===== src/rtl/decoder_pkg.sv =====
// Shared constants, symbol tags and tag-to-length lookup for the symbol decoder.
// Latency: none (declarations only).
// Backpressure: not applicable.
package decoder_pkg;

   localparam int WORD_W  = 20;
   localparam int VALUE_W = 8;
   localparam int BUF_W   = 2 * WORD_W;
   localparam int LEN_W   = 4;

   localparam logic [1:0] TAG_ZERO   = 2'b00;
   localparam logic [1:0] TAG_SHORT  = 2'b01;
   localparam logic [1:0] TAG_LONG   = 2'b10;
   localparam logic [1:0] TAG_REPEAT = 2'b11;

   localparam logic [LEN_W-1:0] LEN_ZERO   = 4'd2;
   localparam logic [LEN_W-1:0] LEN_SHORT  = 4'd6;
   localparam logic [LEN_W-1:0] LEN_LONG   = 4'd10;
   localparam logic [LEN_W-1:0] LEN_REPEAT = 4'd2;

   // Total symbol length in bits, tag included.
   function automatic logic [LEN_W-1:0] sym_len(input logic [1:0] tag);
      logic [LEN_W-1:0] len;
      case (tag)
         TAG_SHORT:  len = LEN_SHORT;
         TAG_LONG:   len = LEN_LONG;
         TAG_REPEAT: len = LEN_REPEAT;
         default:    len = LEN_ZERO;
      endcase
      return len;
   endfunction

endpackage


===== src/rtl/decoder_bitbuf.sv =====
// LSB-first bit buffer with fill counter: shift-out of consumed bits and word append.
// Latency: shift and append take effect on the same rising edge.
// Backpressure: none here; the caller only appends when fill leaves room for a word.
module decoder_bitbuf #(
   parameter int WORD_W = 20,
   parameter int BUF_W  = 40,
   parameter int HEAD_W = 10,
   parameter int LEN_W  = 4,
   parameter int FILL_W = 6
) (
   input  logic              clk,
   input  logic              rst,
   input  logic              shift_en,
   input  logic [LEN_W-1:0]  shift_len,
   input  logic              app_en,
   input  logic [WORD_W-1:0] app_dat,
   output logic [HEAD_W-1:0] head,
   output logic [FILL_W-1:0] fill
);

   logic [BUF_W-1:0]  bits_q;
   logic [BUF_W-1:0]  bits_d;
   logic [BUF_W-1:0]  shifted;
   logic [FILL_W-1:0] fill_q;
   logic [FILL_W-1:0] fill_d;
   logic [FILL_W-1:0] fill_s;
   logic [LEN_W-1:0]  shamt;

   // Shift first, then place the new word right after the surviving bits so the
   // buffer stays contiguous; bits at and above fill are always zero.
   always_comb begin
      shamt = '0;
      if (shift_en) begin
         shamt = shift_len;
      end
      shifted = bits_q >> shamt;
      fill_s  = fill_q - FILL_W'(shamt);
      bits_d  = shifted;
      fill_d  = fill_s;
      if (app_en) begin
         bits_d = shifted | (BUF_W'(app_dat) << fill_s);
         fill_d = fill_s + FILL_W'(WORD_W);
      end
   end

   // Buffer and fill registers.
   always_ff @(posedge clk or posedge rst) begin
      if (rst) begin
         bits_q <= '0;
         fill_q <= '0;
      end else begin
         bits_q <= bits_d;
         fill_q <= fill_d;
      end
   end

   assign head = bits_q[HEAD_W-1:0];
   assign fill = fill_q;

endmodule


===== src/rtl/decoder.sv =====
// Streaming variable-length symbol decoder: 20-bit words in, one 8-bit value per read.
// Latency: value updates on the read edge when the symbol is buffered, else one edge after it completes.
// Backpressure: req drops while fewer than WORD_W bits are free; words written then are dropped.
module decoder
   import decoder_pkg::*;
#(
   parameter int WORD_W  = decoder_pkg::WORD_W,
   parameter int VALUE_W = decoder_pkg::VALUE_W,
   parameter int BUF_W   = decoder_pkg::BUF_W
) (
   input  logic               clk,
   input  logic               reset,
   input  logic [WORD_W-1:0]  mem,
   input  logic               read,
   input  logic               write,
   output logic               req,
   output logic [VALUE_W-1:0] value
);

   localparam int HEAD_W = VALUE_W + 2;
   localparam int FILL_W = $clog2(BUF_W + 1);

   logic [HEAD_W-1:0]  head;
   logic [FILL_W-1:0]  fill;
   logic [1:0]         tag;
   logic [LEN_W-1:0]   len;
   logic               complete;
   logic               want;
   logic               dec;
   logic               room;
   logic               pending;
   logic [VALUE_W-1:0] sym_val;
   logic [VALUE_W-1:0] value_q;
   logic [VALUE_W-1:0] last_q;

   assign tag      = head[1:0];
   assign len      = sym_len(tag);
   // The tag itself is only trustworthy once two bits are buffered.
   assign complete = (fill >= FILL_W'(LEN_ZERO)) && (fill >= FILL_W'(len));
   assign want     = read | pending;
   assign dec      = want & complete;
   assign room     = (fill <= FILL_W'(BUF_W - WORD_W));

   decoder_bitbuf #(
      .WORD_W (WORD_W),
      .BUF_W  (BUF_W),
      .HEAD_W (HEAD_W),
      .LEN_W  (LEN_W),
      .FILL_W (FILL_W)
   ) u_bitbuf (
      .clk       (clk),
      .rst       (reset),
      .shift_en  (dec),
      .shift_len (len),
      .app_en    (write & room),
      .app_dat   (mem),
      .head      (head),
      .fill      (fill)
   );

   // Value carried by the symbol at the head of the buffer.
   always_comb begin
      sym_val = '0;
      case (tag)
         TAG_SHORT:  sym_val = VALUE_W'(head[5:2]);
         TAG_LONG:   sym_val = head[VALUE_W+1:2];
         TAG_REPEAT: sym_val = last_q;
         default:    sym_val = '0;
      endcase
   end

   // Decode when a read (new or waiting) meets a complete symbol; otherwise hold the read.
   always_ff @(posedge clk or posedge reset) begin
      if (reset) begin
         pending <= 1'b0;
         last_q  <= '0;
         value_q <= '0;
      end else begin
         if (dec) begin
            value_q <= sym_val;
            last_q  <= sym_val;
            pending <= 1'b0;
         end else if (want) begin
            pending <= 1'b1;
         end
      end
   end

   assign value = value_q;
   assign req   = room;

endmodule


===== config.mk =====
export PLATFORM = sky130hd
export DESIGN_NAME = decoder
export DESIGN_NICKNAME = d
export VERILOG_FILES = /design/src/rtl/decoder_pkg.sv /design/src/rtl/decoder_bitbuf.sv /design/src/rtl/decoder.sv
export SDC_FILE = /design/constraint.sdc
export NUM_CORES = 1
export LEC_CHECK = 0
export ABC_AREA = 0
export BUFFER_PORTS_ARGS = -buffer_cell sky130_fd_sc_hd__buf_2
export CORE_MARGIN = 3
export CORE_UTILIZATION = 45
export DETAILED_ROUTE_END_ITERATION = 12
export PLACE_DENSITY_LB_ADDON = 0.12
export SLEW_MARGIN = 20
export SYNTH_ARGS = -nofsm -noshare
export SYNTH_HDL_FRONTEND = slang
export SYNTH_SLANG_ARGS = --single-unit

===== constraint.sdc =====
create_clock -name clk -period 13.3 [get_ports clk]
set_clock_uncertainty 0.2 [all_clocks]
set_input_delay 1.33 -clock clk [delete_from_list [all_inputs] [get_ports clk]]
set_output_delay 1.33 -clock clk [all_outputs]
set_load 0.02 [all_outputs]

## Word level (Yosys, flattened, before mapping)

Cells that the tools add are included.

- Register bits after elaboration: 55

- Shifts and indexed selects: 2
- Bitwise gates (word level): 5
- Mux-type cells: 7
- Order comparisons: 3
- Eq/ne operators: 3
- $add $sub $neg: 2
- Reductions and logical operators: 3

Operators by type and width:

| operator | count |
|---|---|
| 2-to-1 mux 40 bit | 1 |
| bitwise OR 40 bit | 1 |
| << shifter 20 x 6 -> 40 bit | 1 |
| right shift 40 x 4 -> 40 bit | 1 |
| case mux 8 bit (3 select lines) | 1 |
| case mux 4 bit (2 select lines) | 1 |
| adder 6 x 5 -> 6 bit, second input constant | 1 |
| >= comparator 6 x 2 -> 1 bit, second input constant | 1 |
| >= comparator 6 x 4 -> 1 bit | 1 |
| <= comparator 6 x 5 -> 1 bit, second input constant | 1 |
| 2-to-1 mux 6 bit | 1 |
| subtractor 6 x 4 -> 6 bit | 1 |
| equality test 2 bit, second input constant | 2 |
| 2-to-1 mux 4 bit | 1 |
| bitwise AND 1 bit | 2 |
| equality test 2 x 1 -> 1 bit, second input constant | 1 |
| 2-to-1 mux 1 bit | 2 |
| AND reduction 2 bit | 1 |
| nonzero test 2 bit | 1 |
| logical AND 1 bit | 1 |
| NOT 1 bit | 1 |
| bitwise OR 1 bit | 1 |

## Longest topological paths before layout

- Depth in word-level cells: 10
- Depth in mapped cells: 22

## Modules after synthesis

From an unflattened synthesis, not the netlist that was laid out.

- Cells, all modules: 621
- Area, all modules: 5714.2 um2

Modules (own cells, without submodules):

| module | area each (um2) | sequential area each (um2) | cells an instance | times used |
|---|---|---|---|---|
| decoder_bitbuf | 5123.7 | 1151.1 | 559 | 1 |
| decoder | 590.6 | 225.2 | 62 | 1 |

## Worst setup path after synthesis

OpenSTA, ideal clock, no wires.

- Path kind: flip-flop to flip-flop
- Start point: reg u_bitbuf.bits_q[0]
- End point: reg u_bitbuf.bits_q[31]
- Required time: 13.010 ns
- Arrival: 4.764 ns
- Path slack: 8.247 ns
- Buffers on the path: 6
- Stages on the path, launching flop included: 21
- Path through: dfrtp_1 inv_1 ha_1 clkbuf_1 clkbuf_1 inv_1 ha_1 a21oi_1 o21ai_0 o21ai_1 inv_2 clkbuf_1 ha_1 inv_1 fa_1 clkbuf_1 clkbuf_1 clkbuf_1 a21oi_1 mux2_2 o2111ai_1

- Longest elaborated chain between the ends: 10

Ends and longest elaborated chain:

| element | line | RTL |
|---|---|---|
| from (decl) | decoder_bitbuf.sv:21 | `logic [BUF_W-1:0] bits_q;` |
| from (signal assigned) | decoder_bitbuf.sv:52 | `bits_q <= bits_d;` |
| equality test 2 bit / equality test 2 x 1 -> 1 bit (equally long branches) | decoder_pkg.sv:24 | `case (tag)` |
| case mux 4 bit (2 select lines) | decoder_pkg.sv:24 |  |
| >= comparator 6 x 4 -> 1 bit | decoder.sv:39 | `assign complete = (fill >= FILL_W'(LEN_ZERO)) && (fill >= FILL_W'(len));` |
| logical AND 1 bit | decoder.sv:39 |  |
| bitwise AND 1 bit | decoder.sv:41 | `assign dec = want & complete;` |
| 2-to-1 mux 4 bit | decoder_bitbuf.sv:33 | `if (shift_en) begin` |
| subtractor 6 x 4 -> 6 bit | decoder_bitbuf.sv:37 | `fill_s = fill_q - FILL_W'(shamt);` |
| << shifter 20 x 6 -> 40 bit | decoder_bitbuf.sv:41 | `bits_d = shifted \| (BUF_W'(app_dat) << fill_s);` |
| bitwise OR 40 bit | decoder_bitbuf.sv:41 |  |
| 2-to-1 mux 40 bit * | decoder_bitbuf.sv:40 | `if (app_en) begin` |
| named net u_bitbuf.bits_d[31] | decoder_bitbuf.sv:22 | `logic [BUF_W-1:0] bits_d;` |

The timed path passes the listed nets; every way through them passes the cells marked *.
A chain may end at the register's enable or synchronous reset.

## Final worst setup path

- Start point: reg u_bitbuf.bits_q[1]
- End point: reg u_bitbuf.bits_q[21]

The elaborated chain is that of the path after synthesis.

==> metrics <==
sequential cell area fraction in the yosys report about a third; status finished clean; predominant post-synthesis flop cell dfrtp_1; Worst slew margin 30.6%; I/O Buffers 32; post-synth top area share 33.4%; Final TNS setup 0 ns; flops & latches, synth 54; post-CTS setup buffers 0; Die Height 101 µm; area grow syn2layout 8.07%; Period minus WS final 5.34 ns; Async S/R FF share, synth 100%; routed via count 3334; worst setup margin 7.96 ns; post-route ant nets 0; clk slew on worst S/H paths 0.09 ns; Synth area leader dfrtp_1; Hold-fix buffers, CTS 0; clk root buf clkbuf_8; post-synth design cell area 4050 µm²; Max Cap Violations 0; Die ar. 10200 µm²; worst hold path type reg2reg; # rows 33; I/O pin count 33; Max FO, Critical Path between 40 and 50; RSZ-0062 raised after global routing false; crit start category flip-flop; Max Fclk 0.187 GHz; Fillers 750; drt wl/cell 19.2 µm; critical path's largest stage delay 0.99 ns; Layout Nets 477; post-DR vias/cell 6.10; CP Cell Sequence inv_1 > ha_2 > buf_4 > clkinv_1 > ha_1 > a311oi_1 > o21ai_0 > o21ai_2 > buf_4 > inv_2 > ha_1 > mux2_2 > a22oi_1 > nor2_1 > a21oi_1 > o211ai_1; Crit. End Element flip-flop; Synthesized Nets 460; Worst Path Required 13.29 ns; clk sinks 54; vias in the first global route 3332; gr ovfl total 0; fraction of layout cells with a size suffix above 1 20.6%; CORE AREA 8460 µm²; Netlist cell types 46; Post-Route WL roughly 11000 µm; Post-Syn Instances 425; post-synthesis average cell area ~9.5 µm²; post-DP HPWL 7470 µm; Synth Warn # 0; hold path depth 2; CTS Buf Count 5; CP arrival 5.32 ns; largest net degree at the start of global routing 55; number of antenna violations at the first check in global routing 0; Hold Fails Final Rpt 0; # setup viols final 0; Initial Utilization a little under half; Slew Limit Fails 0; crit path kind reg2reg; total track usage 22.0%; slowest CP cell ha_1; Final Util 51.7%; drt drc 0; number of flops mapped to enable cells by yosys 0; antenna cells 0; dpl ws 8.00 ns; Crit path max-delay family adder cells; TritonCTS clock tree yes; global-route wire length before repair between 15000 and 20000 µm; dpl cell area 4300 µm²; Seq. cell area 1350 µm²; area of the multi-input gates 2530 µm²; Final GP Congestion ~0.88; Post-CTS Resized 0; total buffers and inverters traversed by the critical path 5; Final period util 40.1%; clock latency on the worst-skew pair ~0.31 ns; Die Wd 101 µm; Slew @ Worst Pin 1.04 ns; DRT Pass-1 Iters 4; Synth area leaders dfrtp_1, mux2i_1, mux4_2, mux2_2, o21ai_0; design area 4370 µm²; Worst path depth 16; initial DRC count roughly 300; H-tree depth 2; clk buf depth 2; reg2reg path depth 16
[kinds of logic (layout without fill, tap and decap cells)]
kind of cell,count (synthesis),after routing,synth area share [%]
fa+ha+maj,11,11,3.59
buf+inv,45,62,4.42
compound gates,115,115,17.6
xor+xnor,7,7,1.52
simple gates,102,102,11.7
flops,54,54,33.4
mux,91,91,27.8
[per-layer routing]
layer,up-vias,routed length [µm],track usage [%]
met1,1584,5040,33.7
met2,126,4650,32.0
met5,-,0,0
met4,0,223,7.25
li1,1610,-,-
met3,14,606,2.84
[sequential cells by signal (all words and copies together) (netlist names)]
| signal | count |
|---|---|
| last_q | 8 |
| pending | 1 |
| u_bitbuf.bits_q | 40 |
| u_bitbuf.fill | 5 |
[path summary, 6_finish.rpt]
check	from	endpoint	slack, ns
max	u_bitbuf.bits_q[1]	u_bitbuf.bits_q[21]	7.96
min	last_q[5]	last_q[5]	0.31
max reg2reg	u_bitbuf.bits_q[1]	u_bitbuf.bits_q[21]	7.96
min reg2reg	last_q[5]	last_q[5]	0.31
max in group asynchronous	reset	u_bitbuf.bits_q[19]	11.42
min in group asynchronous	reset	last_q[4]	1.00
[synthesized netlist by cell type, types with 10 or more instances]
cell type  instances
o21ai_0           45
clkbuf_1          20
a21oi_1           18
mux2i_1           54
nand2_1           44
nand3_1           14
inv_1             11
ha_1              10
dfrtp_1           54
nor2_1            20
o211ai_1          11
mux2_2            22
mux4_2            15
[stage by stage]
stage	cells	hold slack, ns
after global routing	547	0.352
after detailed placement	540	0.293
after global placement	540	0.285
after CTS	547	0.314
final	547	0.306
after floorplan	425	0.264
[layout by cell type, fill, tap and decap left out, types with 2 or more instances in the layout]
| cell type | count |
|---|---|
| buf_4 | 10 |
| nand4_1 | 4 |
| buf_2 | 32 |
| o211ai_1 | 11 |
| a21oi_1 | 18 |
| nand3_1 | 14 |
| or3_1 | 4 |
| nand2b_1 | 2 |
| dfrtp_1 | 54 |
| nor2b_1 | 7 |
| o221ai_1 | 6 |
| ha_1 | 9 |
| o21ai_0 | 44 |
| clkbuf_1 | 2 |
| o31ai_1 | 8 |
| xnor2_1 | 6 |
| inv_2 | 2 |
| mux4_2 | 15 |
| mux2_2 | 22 |
| nor2_1 | 20 |
| o2111ai_1 | 4 |
| inv_1 | 10 |
| a31oi_1 | 2 |
| o21ai_1 | 5 |
| mux2i_1 | 54 |
| a211oi_1 | 5 |
| clkbuf_8 | 5 |
| nor3_1 | 2 |
| nand2_1 | 44 |
| a22oi_1 | 2 |
[layout make-up]
cell class                 instances  area share [%]
multi-input combinational        326            57.9
sequential                        54            30.9
timing repair buffer              42            5.38
tap                              105            3.00
clock buffer                       7            1.75
inverter                          13            1.12
[worst min-delay path, delay by kind of cell (launching register included)]
family / cells / cell delay [ns]
AO/OA/AOI/OAI: 2 / 0.13
flip-flops: 1 / 0.34
Power is not shown: default switching activity piles up to over one toggle a cycle in this logic, so the estimate is an artifact.
